$ cat src/rtl/fetch_pkg.sv
// Shared fetch-stage types and constants.
package fetch_pkg;
   localparam int XLEN_DEFAULT = 32;
   // Decode inserts this when it squashes a slot after a redirect.
   localparam logic [31:0] NOP = 32'h0000_0013;

   typedef struct packed {
      logic [XLEN_DEFAULT-1:0] pc;
      logic [31:0]             instr;
   } fetch_entry_t;
endpackage

$ cat src/rtl/fq_fifo.sv
// Synchronous FIFO with clear; head is read straight from storage, push on full succeeds only with a pop.
module fq_fifo
   import fetch_pkg::*;
#(
   parameter int WIDTH = 32,
   parameter int DEPTH = 4
) (
   input  logic                   clk,
   input  logic                   rst_n,
   input  logic                   clear,
   input  logic                   push,
   input  logic [WIDTH-1:0]       push_dat,
   input  logic                   pop,
   output logic [WIDTH-1:0]       head_dat,
   output logic                   full,
   output logic                   empty,
   output logic [$clog2(DEPTH):0] count
);
   localparam int AW = $clog2(DEPTH);
   localparam logic [AW:0] DEPTH_CNT = (AW+1)'(DEPTH);

   logic [WIDTH-1:0] mem_q [DEPTH];
   logic [WIDTH-1:0] mem_d [DEPTH];
   logic [AW-1:0]    rd_ptr_q, rd_ptr_d;
   logic [AW-1:0]    wr_ptr_q, wr_ptr_d;
   logic [AW:0]      count_q, count_d;
   logic             do_push, do_pop;

   assign full     = (count_q == DEPTH_CNT);
   assign empty    = (count_q == '0);
   assign count    = count_q;
   assign head_dat = mem_q[rd_ptr_q];
   assign do_pop   = pop & ~empty;
   assign do_push  = push & (~full | do_pop);

   always_comb begin
      mem_d    = mem_q;
      rd_ptr_d = rd_ptr_q;
      wr_ptr_d = wr_ptr_q;
      count_d  = count_q;
      if (clear) begin
         rd_ptr_d = '0;
         wr_ptr_d = '0;
         count_d  = '0;
      end else begin
         if (do_push) begin
            mem_d[wr_ptr_q] = push_dat;
            wr_ptr_d        = wr_ptr_q + AW'(1);
         end
         if (do_pop) begin
            rd_ptr_d = rd_ptr_q + AW'(1);
         end
         case ({do_push, do_pop})
            2'b10:   count_d = count_q + (AW+1)'(1);
            2'b01:   count_d = count_q - (AW+1)'(1);
            default: count_d = count_q;
         endcase
      end
   end

   // Storage is reset so the head reads as zero straight out of reset.
   always_ff @(posedge clk or negedge rst_n) begin
      if (!rst_n) begin
         for (int i = 0; i < DEPTH; i++) begin
            mem_q[i] <= '0;
         end
         rd_ptr_q <= '0;
         wr_ptr_q <= '0;
         count_q  <= '0;
      end else begin
         mem_q    <= mem_d;
         rd_ptr_q <= rd_ptr_d;
         wr_ptr_q <= wr_ptr_d;
         count_q  <= count_d;
      end
   end
endmodule

$ cat src/rtl/fetch_queue.sv
// Fetch stage: credit-limited sequential imem requests feeding a DEPTH-entry decode queue; redirects flush and drop stale responses.
// Response-to-decode is one registered stage; FETCH_QUEUE_BYPASS_EN forwards responses into an empty queue combinationally.
module fetch_queue
   import fetch_pkg::*;
#(
   parameter int               XLEN     = XLEN_DEFAULT,
   parameter int               DEPTH    = 4,
   parameter logic [XLEN-1:0]  RESET_PC = '0
) (
   input  logic            clk,
   input  logic            rst_n,
   output logic            imem_req_valid,
   input  logic            imem_req_ready,
   output logic [XLEN-1:0] imem_addr,
   input  logic            imem_rsp_valid,
   input  logic [31:0]     imem_rdata,
   input  logic            redirect_valid,
   input  logic [XLEN-1:0] redirect_pc,
   output logic            dec_valid,
   input  logic            dec_ready,
   output logic [31:0]     dec_instr,
   output logic [XLEN-1:0] dec_pc,
   output logic [XLEN-1:0] dec_pcplus4
);
   localparam int CW = $clog2(DEPTH) + 1;
   localparam int EW = XLEN + 32;
   localparam logic [CW:0] CREDIT_MAX = (CW+1)'(DEPTH);

   logic [XLEN-1:0] fetch_pc_q, fetch_pc_d;
   logic [CW-1:0]   outstanding_q, outstanding_d;
   logic [CW-1:0]   drop_q, drop_d;
   logic            active_q, active_d;

   logic            accept, rsp_ok, rsp_keep, byp_vld;
   logic            q_push, q_pop, q_empty, q_full;
   logic [CW-1:0]   q_count;
   logic [EW-1:0]   q_head;
   logic            pc_empty, pc_full;
   logic [CW-1:0]   pc_count;
   logic [XLEN-1:0] pc_head;
   logic [CW:0]     credit_used;

   // Every issued request owns a queue slot until it is popped, so responses never overflow.
   assign credit_used    = {1'b0, q_count} + {1'b0, outstanding_q};
   assign imem_req_valid = active_q & ~redirect_valid & ~pc_full & (credit_used < CREDIT_MAX);
   assign imem_addr      = fetch_pc_q;
   assign accept         = imem_req_valid & imem_req_ready;

   assign rsp_ok   = imem_rsp_valid & (outstanding_q != '0);
   assign rsp_keep = rsp_ok & ~redirect_valid & (drop_q == '0) & ~pc_empty;

`ifdef FETCH_QUEUE_BYPASS_EN
   assign byp_vld     = rsp_keep & q_empty;
   assign dec_valid   = ~redirect_valid & (~q_empty | byp_vld);
   assign dec_instr   = byp_vld ? imem_rdata : q_head[31:0];
   assign dec_pc      = byp_vld ? pc_head : q_head[EW-1 -: XLEN];
`else
   assign byp_vld     = 1'b0;
   assign dec_valid   = ~redirect_valid & ~q_empty;
   assign dec_instr   = q_head[31:0];
   assign dec_pc      = q_head[EW-1 -: XLEN];
`endif
   assign dec_pcplus4 = dec_pc + XLEN'(4);

   assign q_pop  = dec_valid & dec_ready & ~byp_vld;
   assign q_push = rsp_keep & ~(byp_vld & dec_ready);

   fq_fifo #(.WIDTH(EW), .DEPTH(DEPTH)) u_entry_q (
      .clk      (clk),
      .rst_n    (rst_n),
      .clear    (redirect_valid),
      .push     (q_push),
      .push_dat ({pc_head, imem_rdata}),
      .pop      (q_pop),
      .head_dat (q_head),
      .full     (q_full),
      .empty    (q_empty),
      .count    (q_count)
   );

   fq_fifo #(.WIDTH(XLEN), .DEPTH(DEPTH)) u_pc_q (
      .clk      (clk),
      .rst_n    (rst_n),
      .clear    (redirect_valid),
      .push     (accept),
      .push_dat (fetch_pc_q),
      .pop      (rsp_keep),
      .head_dat (pc_head),
      .full     (pc_full),
      .empty    (pc_empty),
      .count    (pc_count)
   );

   always_comb begin
      fetch_pc_d    = fetch_pc_q;
      outstanding_d = outstanding_q;
      drop_d        = drop_q;
      active_d      = 1'b1;
      case ({accept, rsp_ok})
         2'b10:   outstanding_d = outstanding_q + CW'(1);
         2'b01:   outstanding_d = outstanding_q - CW'(1);
         default: outstanding_d = outstanding_q;
      endcase
      if (redirect_valid) begin
         fetch_pc_d = redirect_pc;
         // No request issues this cycle, so this is what is still owed after this cycle's response.
         drop_d     = outstanding_d;
      end else begin
         if (accept) begin
            fetch_pc_d = fetch_pc_q + XLEN'(4);
         end
         if (rsp_ok && (drop_q != '0)) begin
            drop_d = drop_q - CW'(1);
         end
      end
   end

   always_ff @(posedge clk or negedge rst_n) begin
      if (!rst_n) begin
         fetch_pc_q    <= RESET_PC;
         outstanding_q <= '0;
         drop_q        <= '0;
         active_q      <= 1'b0;
      end else begin
         fetch_pc_q    <= fetch_pc_d;
         outstanding_q <= outstanding_d;
         drop_q        <= drop_d;
         active_q      <= active_d;
      end
   end

   // Live PCs plus responses still to be dropped always account for every outstanding read.
   a_pc_tracking: assert property (@(posedge clk) disable iff (!rst_n)
      (pc_count + drop_q) == outstanding_q);
   a_no_overflow: assert property (@(posedge clk) disable iff (!rst_n)
      !(q_full && q_push && !q_pop));
endmodule

$ cat config.mk
export PLATFORM = sky130hd
export DESIGN_NAME = fetch_queue
export DESIGN_NICKNAME = d
export VERILOG_FILES = /design/src/rtl/fetch_pkg.sv /design/src/rtl/fq_fifo.sv /design/src/rtl/fetch_queue.sv
export SDC_FILE = /design/constraint.sdc
export NUM_CORES = 1
export LEC_CHECK = 0
export ABC_AREA = 1
export CORE_UTILIZATION = 35
export DETAILED_ROUTE_END_ITERATION = 7
export SLEW_MARGIN = 0
export SYNTH_ARGS = -nofsm -noshare
export SYNTH_HDL_FRONTEND = slang
export SYNTH_SLANG_ARGS = --single-unit
$ cat constraint.sdc
create_clock -name clk -period 6.15 [get_ports clk]
set_clock_uncertainty 0.15 [all_clocks]
set_input_delay 0.615 -clock clk [delete_from_list [all_inputs] [get_ports clk]]
set_output_delay 0.615 -clock clk [all_outputs]
set_load 0.01 [all_outputs]
After elaboration in Yosys (flattened, before gate mapping):

Cells that the tools add are included.

* flip-flop bits (word level): 437
* input bits: 70
* output and inout bits: 130
* logic and storage cells: 119

* $add $sub $neg: 14
* $lt $le $gt $ge: 7
* equal/unequal tests: 8
* mux-type cells: 29
* bitwise gates (word level): 25
* reductions and logical operators: 18

Operators by type and width (count)
* bitwise mux 256 bit: 1
* two-way mux 64 bit: 3
* two-way mux 32 bit: 5
* binary-select mux 64 bit (select 2 bit): 1
* bitwise mux 128 bit: 1
* demux 64 bit (select 2 bit): 1
* adder 32 x 3 -> 32 bit, second input constant: 2
* binary-select mux 32 bit (select 2 bit): 1
* demux 32 bit (select 2 bit): 1
* one-hot mux 3 bit (2 select lines): 3
* two-way mux 2 bit: 8
* bitwise AND 1 bit: 14
* greater-or-equal comparator 3 bit, second input constant: 4
* two-way mux 3 bit: 4
* inverter 2 -> 3 bit: 4
* nonzero test 2 bit: 6
* nonzero test 3 bit: 4
* subtractor 3 x 1 -> 3 bit, second input constant: 4
* adder 3 x 1 -> 3 bit, second input constant: 3
* zero test 3 bit: 3
* adder 2 x 1 -> 2 bit, second input constant: 4
* == test 2 x 1 -> 1 bit, second input constant: 3
* == test 2 bit, second input constant: 3
* == test 3 bit, second input constant: 2
* 7 further kinds: 16

Longest topological paths before layout:

Gate-level depths: netlist of the first run.

* word-level depth: 11
* gate-level depth with buffers: 15
* mapped depth without buffers: 13

Modules after synthesis:

From an unflattened synthesis of the first run, not the netlist that was laid out.

* cells, all modules: 2944
* area total of the unflattened synthesis: 22197.5 sq um

By module, submodules not included
* fq_fifo (u_entry_q): instances 1, cells each 1532, area an instance 12190.4 sq um, sequential area each 6581.3 sq um
* fq_fifo (u_pc_q): instances 1, cells each 796, area an instance 6349.8 sq um, sequential area each 3378.2 sq um
* fetch_queue: instances 1, cells each 616, area an instance 3657.3 sq um, sequential area each 975.9 sq um

Worst setup path after synthesis of the first run:

Ideal clock, no wire load.

* kind: in2reg
* start point: in redirect_valid
* end point: reg drop_q[2]
* setup time: 0.129 ns
* arrival: 2.628 ns
* required time: 5.871 ns
* path slack: 3.244 ns
* stages: 15
* path buffers: 3
* cell sequence: buf_6 clkinv_2 buf_6 nand4_1 nor2_2 nand2_2 buf_1 ha_1 inv_1 fa_1 a21oi_1 o21ai_0 xnor2_1 o21ai_0 o21ai_0

* cells in the longest elaborated chain, start to end: 8
* elaborated cells between the ends (all ways): 10
* those cells by class: 2 x eq/ne; 2 x mux; 5 x bitwise; 1 x reduce/logical

RTL lines
* from (decl): RTL line fetch_queue.sv:17 `input logic redirect_valid,`
* inverter 1 bit (no line) *
* bitwise AND 1 bit * (3 in a row): RTL line fetch_queue.sv:45 `assign imem_req_valid = active_q & ~redirect_valid & ~pc_full & (credit_used < CREDIT_MAX);`
* named net imem_req_valid: RTL line fetch_queue.sv:12 `output logic imem_req_valid,`
* bitwise AND 1 bit *: RTL line fetch_queue.sv:47 `assign accept = imem_req_valid & imem_req_ready;`
* == test 2 x 1 -> 1 bit / == test 2 bit (equally long branches): RTL line fetch_queue.sv:99 `case ({accept, rsp_ok})`
* one-hot mux 3 bit (2 select lines) *: RTL line fetch_queue.sv:99
* named net outstanding_d[2]: RTL line fetch_queue.sv:30 `logic [CW-1:0] outstanding_q, outstanding_d;`
* two-way mux 3 bit *: RTL line fetch_queue.sv:104 `if (redirect_valid) begin`
* to (signal assigned): RTL line fetch_queue.sv:127 `drop_q <= drop_d;`
* to (decl): RTL line fetch_queue.sv:31 `logic [CW-1:0] drop_q, drop_d;`

The timed path passes the listed nets; every way through them passes the cells marked *.
A chain may end at the register's enable or synchronous reset.

Worst setup path in the final report of the first run:

* start point: reg u_entry_q.rd_ptr_q[0]
* end point: out dec_pcplus4[18]

* cells in the longest elaborated chain, start to end: 5

RTL lines
* from (decl): RTL line fq_fifo.sv:24 `logic [AW-1:0] rd_ptr_q, rd_ptr_d;`
* from (signal assigned): RTL line fq_fifo.sv:72 `rd_ptr_q <= rd_ptr_d;`
* inverter 2 -> 3 bit (implied by the code): RTL line fq_fifo.sv:32 `assign head_dat = mem_q[rd_ptr_q];`
* binary-select mux 64 bit (select 2 bit): RTL line fq_fifo.sv:32
* two-way mux 64 bit (implied by the code) (2 in a row): RTL line fq_fifo.sv:32
* adder 32 x 3 -> 32 bit: RTL line fetch_queue.sv:63 `assign dec_pcplus4 = dec_pc + XLEN'(4);`
* to (decl): RTL line fetch_queue.sv:23 `output logic [XLEN-1:0] dec_pcplus4`

Every way passes these cells. The select of a mux whose other input is x is not followed.

==> summary.md, run 1 <==
| Metric | Value |
|---|---|
| Netlist cell types | 39 |
| Synth Warn # | 0 |
| Placed inst area | 24,000 µm² |
| # setup viols final | 0 |
| Most area-consuming cells after synthesis | dfrtp_1 50%, nand2_1 19%, o21ai_0 9.7% |
| Crit path DAT | between 4000 and 5000 ps |
| Post-CTS setup buffer count | 0 |
| #FFs+latches synth | 437 |
| Avg WL per Cell | between 15 and 20 µm |
| Placer Congestion | 0.902 |
| Final Instance Area | about 26,000 µm² |
| Layout cells sized above 1 | roughly 4.8% |
| Buffers & Inverters on Critical Path | 3 |
| Synth top area share | 50.5% |
| P_leak | around 12 nW |
| CTS resizes | 0 |
| Largest net degree at the start of global routing | 150 |
| Peak supply drop | 197 µV |
| CTS tree | done |
| Register area | around 11,000 µm² |
| Core area | between 60,000 and 70,000 µm² |
| Total CTS buffers | 49 |
| Fin. max-slew vios | 0 |
| Type of element capturing the critical path | primary output |
| Buffers on Ports | approximately 200 |
| Synth Instances | 2,815 |
| Setup TNS | 0 ps |
| MaxCap Viol Count | 0 |
| Reg clk slew, reported paths | 60 ps |
| Area Overhead vs Synth | 18.2% |
| Ys async rst share | 100% |
| HPWL Detailed | 41,600 µm |
| Worst Max-Slew Pin Slew | 1200 ps |
| Final min period | between 5000 and 6000 ps |
| DRC viols | 0 |
| Filler Cell Count | between 6,000 and 7,000 |
| Hold Crit Class | reg2reg |
| Num rows | 90 |
| Top cell by count, worst path | nand2_1 |
| Synth area leader | dfrtp_1 |
| Clock Tree Buf Depth | 3 |
| Sequential share of the synthesized area | 50.5% |
| Vias | ~19,000 |
| Total Die Area | between 60,000 and 70,000 µm² |
| Synthesized area per cell | just under 8 µm² |
| Vias per cell | about 5.2 |
| All-layer global routing usage | about a fifth |
| Cell Pwr Density | about 360 nW/µm² |
| Critical path's slowest cell | dfrtp_4 |
| Num ports | 200 |
| Vias in the first global route | around 18,000 |
| Clock tree sinks | 437 |
| EDFF count, synth | 0 |
| Cell Chain, Critical Path | inv_4, nand2_1, o211ai_1, nand2_2, ha_1, inv_1, nor2_2, nand2_1, nor2_2, nand2_1, xor2_1, clkdlybuf4s50_1 |
| CP Max Fanout | 67 |
| Multi-input gate area | around 9300 µm² |
| Fin nets | 3,012 |
| Grt total ovfl | 0 |
| CP Class | reg2out |
| Synth Cell Area | 21,700 µm² |
| Final Hold Viols | 0 |
| Fmax achieved | about 200 MHz |
| Top_reg_cell synth | dfrtp_1 |
| Initial DRC count | 1,814 |
| Delay-heaviest family, CP | simple AND/OR/NAND/NOR gates |
| Final period utilization | between 80 and 90% |
| Worst EP required | roughly 5400 ps |
| Diode count | 0 |
| Run status | finished clean |
| Die width | ~250 µm |
| Die H | 251 µm |
| # H-tree levels | 2 |
| Root buffer cell | clkbuf_16 |
| Initial antenna violation count | 0 |
| CP peak stage delay | around 950 ps |
| Final antenna-violating net count | 0 |
| Clock latency on the worst-skew pair | roughly 600 ps |
| Post-layout util | roughly 42% |
| RSZ-0062 raised after global routing | false |
| Final WL | 65,500 µm |
| Global-route wire length before repair | between 100,000 and 150,000 µm |
| Mapped Nets | ~2,900 |
| Router iterations before antenna repair | 6 |
| Initial Utilization | between 30% and 40% |
| Hold buffers post-CTS | 1 |
| Startpoint Class | flop |
| Worst rel slew slack | about a fifth |
==> final cells by class <==
type,instances,share of cell area (%)
Tap cell,782,3.82
Clock buffer,73,5.46
Inverter,154,2.29
Clock inverter,18,0.977
Timing Repair Buffer,217,8.41
Sequential cell,437,42.7
Multi-Input combinational cell,2065,36.3
==> Yosys cell counts, types with 13 or more instances <==
library cell  number
ha_1              15
xor2_1            34
buf_2             41
buf_4             16
nand3_1           95
nor2_2            13
clkbuf_1          75
nand2_1         1077
inv_1            143
nor2_1           225
o21ai_1           22
dfrtp_1          437
o22ai_1           66
o21ai_0          419
nand4_1           22
==> worst register-to-register path: cells and delay by family, from the launching register on <==
kind	cells	cell delay, ps
compound gates	4	520
buf+inv	2	90
xor+xnor	1	150
simple gates	3	490
flops	1	440
fa+ha+maj	3	900
==> flip-flops by register name, summed over array words and instances (netlist names) <==
name / cells
u_entry_q.count: 3
active_q: 1
imem_addr: 32
outstanding_q: 3
u_entry_q.rd_ptr_q: 2
u_pc_q.mem_q: 128
u_entry_q.wr_ptr_q: 2
u_pc_q.count: 3
drop_q: 3
u_pc_q.wr_ptr_q: 2
u_pc_q.rd_ptr_q: 2
u_entry_q.mem_q: 256
==> through the flow <==
stage               std cells  worst slack (ps)  hold WS (ps)  total power [W]
floorplan                2815              3240           169          0.00504
global placement         3654              1800           308          0.00628
detailed placement       3654              1730           317          0.00633
CTS                      3746              1080           333          0.00938
global route             3746               831           344          0.00982
finish                   3746              1110           331          0.00930
==> cells in the final DEF, fill, tap and decap left out, types with 2 or more instances in the layout <==
master / instances
nand2_4: 7
xnor2_1: 6
nand2_2: 10
inv_2: 7
nor2_1: 225
nand2_1: 1077
clkinv_2: 9
clkdlybuf4s50_1: 197
o21ai_0: 419
buf_12: 2
inv_1: 143
clkbuf_16: 50
dfrtp_1: 435
nand3_1: 95
nor3_1: 12
a21oi_1: 9
o211ai_1: 12
inv_4: 3
nor2_2: 13
buf_4: 15
o21ai_1: 22
bufinv_16: 5
clkinvlp_4: 2
xor2_1: 34
o22ai_1: 66
o221ai_1: 7
ha_1: 15
fa_1: 3
clkbuf_8: 6
clkbuf_1: 17
nand4_1: 22
nand3_2: 3
==> cell families (layout without fill, tap and decap cells) <==
kind of cell | Yosys count | in the layout | synth area share (%)
buf+inv | 313 | 462 | 6.57
flops | 437 | 437 | 50.5
simple gates | 1467 | 1467 | 27.0
fa+ha+maj | 18 | 18 | 1.14
xor+xnor | 40 | 40 | 1.62
compound gates | 539 | 539 | 13.2
other cells | 1 | 1 | 0.0173
==> final timing paths <==
path                                        from               endpoint  slack (ps)  cells after the start
min in group asynchronous                  rst_n              drop_q[0]         500                      2
max                        u_entry_q.rd_ptr_q[0]        dec_pcplus4[18]        1110                     12
max in group asynchronous                  rst_n  u_entry_q.rd_ptr_q[0]        3880                      3
min reg2reg                 u_entry_q.mem_q[161]   u_entry_q.mem_q[161]         330                      2
max reg2reg                   u_entry_q.count[2]              drop_q[2]        3270                     13
min                         u_entry_q.mem_q[161]   u_entry_q.mem_q[161]         330                      2
==> metal layers <==
| metal | wire (µm) | track usage, % |
|---|---|---|
| met5 | 0 | 0 |
| met4 | 1350 | 5.45 |
| met3 | 4470 | 3.48 |
| met2 | 29700 | 32.4 |
| met1 | 30000 | 29.7 |
==> where the power goes <==
part | internal [W] | total, W | switching [W]
registers | 0.00322 | 0.00351 | 0.000296
logic | 0.00107 | 0.00278 | 0.00171
clock network | 0.00179 | 0.00301 | 0.00122
total | 0.00608 | 0.00930 | 0.00322
Note: power is estimated with default switching activity, not from simulation.
==> run 2: changes to the inputs <==
==> constraint.sdc (replaced) <==
create_clock -name clk -period 4.4 [get_ports clk]
set_clock_uncertainty 0.15 [all_clocks]
set_input_delay 0.44 -clock clk [delete_from_list [all_inputs] [get_ports clk]]
set_output_delay 0.44 -clock clk [all_outputs]
set_load 0.01 [all_outputs]
==> run 2 against run 1 <==
Sequential share of layout area hardly changed. Global-route usage is 0.36 points lower. Flip-flop and latch count stayed put. Die area stayed put. Sequential power is 38% higher. Hold slack worse by 74 ps. Critical endpoint unchanged.
==> summary.md, run 2 (same netlist as run 1, synthesis figures left out) <==
| Metric | Value |
|---|---|
| CP Capture Point | dec_pcplus4[18] |
| # H-tree levels | 2 |
| R2r endpoint | drop_q[2] |
| Global-route wire length before repair | approximately 100,000 µm |
| Buffers on Ports | about 200 |
| Reg2Reg Launch Point | u_entry_q.count[1] |
| Cell Pwr Density | 498 nW/µm² |
| Clock Tree Buf Depth | 3 |
| All-layer global routing usage | 20.4% |
| Layout cells sized above 1 | under 10% |
| Vias per cell | around 5.1 |
| CTS tree | done |
| Fin nets | 3,021 |
| Type of element capturing the critical path | primary output |
| Reg clk slew, reported paths | around 60 ps |
| Commonest non-fill, non-tap cell in the layout | nand2_1 |
| Die H | around 250 µm |
| Worst hold stages | 3 |
| Final Hold Viols | 0 |
| Router iterations before antenna repair | 7 |
| Worst rel slew slack | between 20% and 30% |
| # setup viols final | 0 |
| Root buffer cell | clkbuf_16 |
| Worst Max-Slew Pin Slew | between 1000 and 1500 ps |
| Startpoint Class | flop |
| Initial DRC count | between 1,500 and 2,000 |
| Hold Crit Class | in2reg |
| Initial antenna violation count | 0 |
| Num ports | 200 |
| Final antenna-violating net count | 0 |
| Avg WL per Cell | approximately 17 µm |
| Core area | between 60,000 and 70,000 µm² |
| Num rows | 90 |
| Placer Congestion | ~0.90 |
| Largest net degree at the start of global routing | between 100 and 150 |
| Total CTS buffers | roughly 50 |
| Grt total ovfl | 0 |
| P_leak | about 12 nW |
| Diode count | 0 |
| Final period utilization | 95.8% |
| Initial Utilization | 35.7% |
| CP Class | reg2out |
| Die width | ~250 µm |
| HPWL Detailed | roughly 42,000 µm |
| CP startpoint | u_entry_q.rd_ptr_q[1] |
| Final WL | approximately 64,000 µm |
| Total Die Area | ~63,000 µm² |
| Peak supply drop | 289 µV |
| DRC viols | 0 |
| Final min period | between 4000 and 5000 ps |
| R2r setup slk | 1500 ps |
| Clock tree sinks | approximately 440 |
| Most frequent cells in the layout | 1,077 x nand2_1, 435 x dfrtp_1, 419 x o21ai_0 |
| Setup TNS | 0 ps |
| Worst EP required | ~3800 ps |
| MaxCap Viol Count | 0 |
| Depth of the most critical reg-to-reg path | 13 |
| Post-layout util | between 40% and 50% |
| RSZ-0062 raised after global routing | false |
| Post-CTS setup buffer count | 0 |
| Top reg by flops | u_entry_q.mem_q |
| Run status | finished clean |
| Largest register FFs | around 260 |
| Vias in the first global route | around 18,000 |
| Fmax achieved | ~240 MHz |
| Vias | slightly below 20,000 |
| Clock latency on the worst-skew pair | roughly 600 ps |
| Fin. max-slew vios | 0 |
| CP Max Fanout | 85 |
| Area Overhead vs Synth | 18.2% |
| Crit path DAT | 3630 ps |
==> run 2: cell types whose count changed in the layout (fill, tap and decap cells not counted) <==
cell	delta
buf_4	+5
bufinv_16	-4
inv_6	+1
clkbuf_1	-11
buf_12	+1
inv_4	-1
buf_6	+3
clkinv_2	+4
clkbuf_8	+3
==> run 2: area by class of cell <==
| type | count | area [µm²] |
|---|---|---|
| Fill cell | 6114 | 35100 |
| Sequential cell | 437 | 10900 |
| Multi-Input combinational cell | 2065 | 9300 |
| Timing Repair Buffer | 226 | 2250 |
| Clock buffer | 65 | 1400 |
| Tap cell | 782 | 978 |
| Inverter | 154 | 589 |
| Clock inverter | 18 | 150 |
==> run 2: worst min path at each step <==
stage / start / end / slack, ps
floorplan: rst_n / active_q / -6
global placement: u_pc_q.mem_q[62] / u_pc_q.mem_q[62] / 310
detailed placement: u_entry_q.mem_q[160] / u_entry_q.mem_q[160] / 310
CTS: redirect_valid / u_entry_q.count[2] / 230
global route: redirect_pc[25] / imem_addr[25] / 260
finish: redirect_pc[25] / imem_addr[25] / 260
==> run 2: repair_timing <==
item,4_1_cts,5_1_grt
gates resized for setup,0,4
hold buffers,1,0
endpoints found under the hold margin,95,0
setup endpoints to repair,0,9
==> run 2: power breakdown <==
part | internal, W | leakage (nW) | switching, W | total, W
Clock | 0.00228 | 0.771 | 0.00169 | 0.00397
Combinational | 0.00152 | 5.84 | 0.00244 | 0.00396
Sequential | 0.00450 | 5.84 | 0.000335 | 0.00483
Total | 0.00830 | 12.5 | 0.00446 | 0.0128
==> run 2: stage by stage <==
| stage | hold slack [ps] | worst slack [ps] | cell area (µm²) | instances | power (W) |
|---|---|---|---|---|---|
| 2_1_floorplan | -5.59 | 1670 | 21700 | 2815 | 0.00704 |
| 3_3_place_gp | 310 | 758 | 24000 | 3663 | 0.00878 |
| 3_5_place_dp | 312 | 742 | 24000 | 3663 | 0.00885 |
| 4_1_cts | 235 | 85.8 | 25600 | 3747 | 0.0129 |
| 5_1_grt | 257 | 12.0 | 25600 | 3747 | 0.0135 |
| 6_report | 256 | 184 | 25600 | 3747 | 0.0128 |
==> run 2: routing by layer <==
metal	vias up	wire length [µm]	track usage [%]
met3	92	3240	2.83
li1	9259	-	-
met4	0	1230	4.98
met1	9350	30700	29.3
met5	-	0	0
met2	554	29300	32.3
==> run 2: worst max-delay path, cell delays in order (launching register included) <==
cell and delay, ps:
dfrtp_2 390, buf_12 380, o211ai_1 200, nand2_2 210, ha_1 190, inv_1 70, nor2_2 190, nand2_1 150
nor2_2 290, nand2_1 110, xor2_1 240, clkdlybuf4s50_1 580
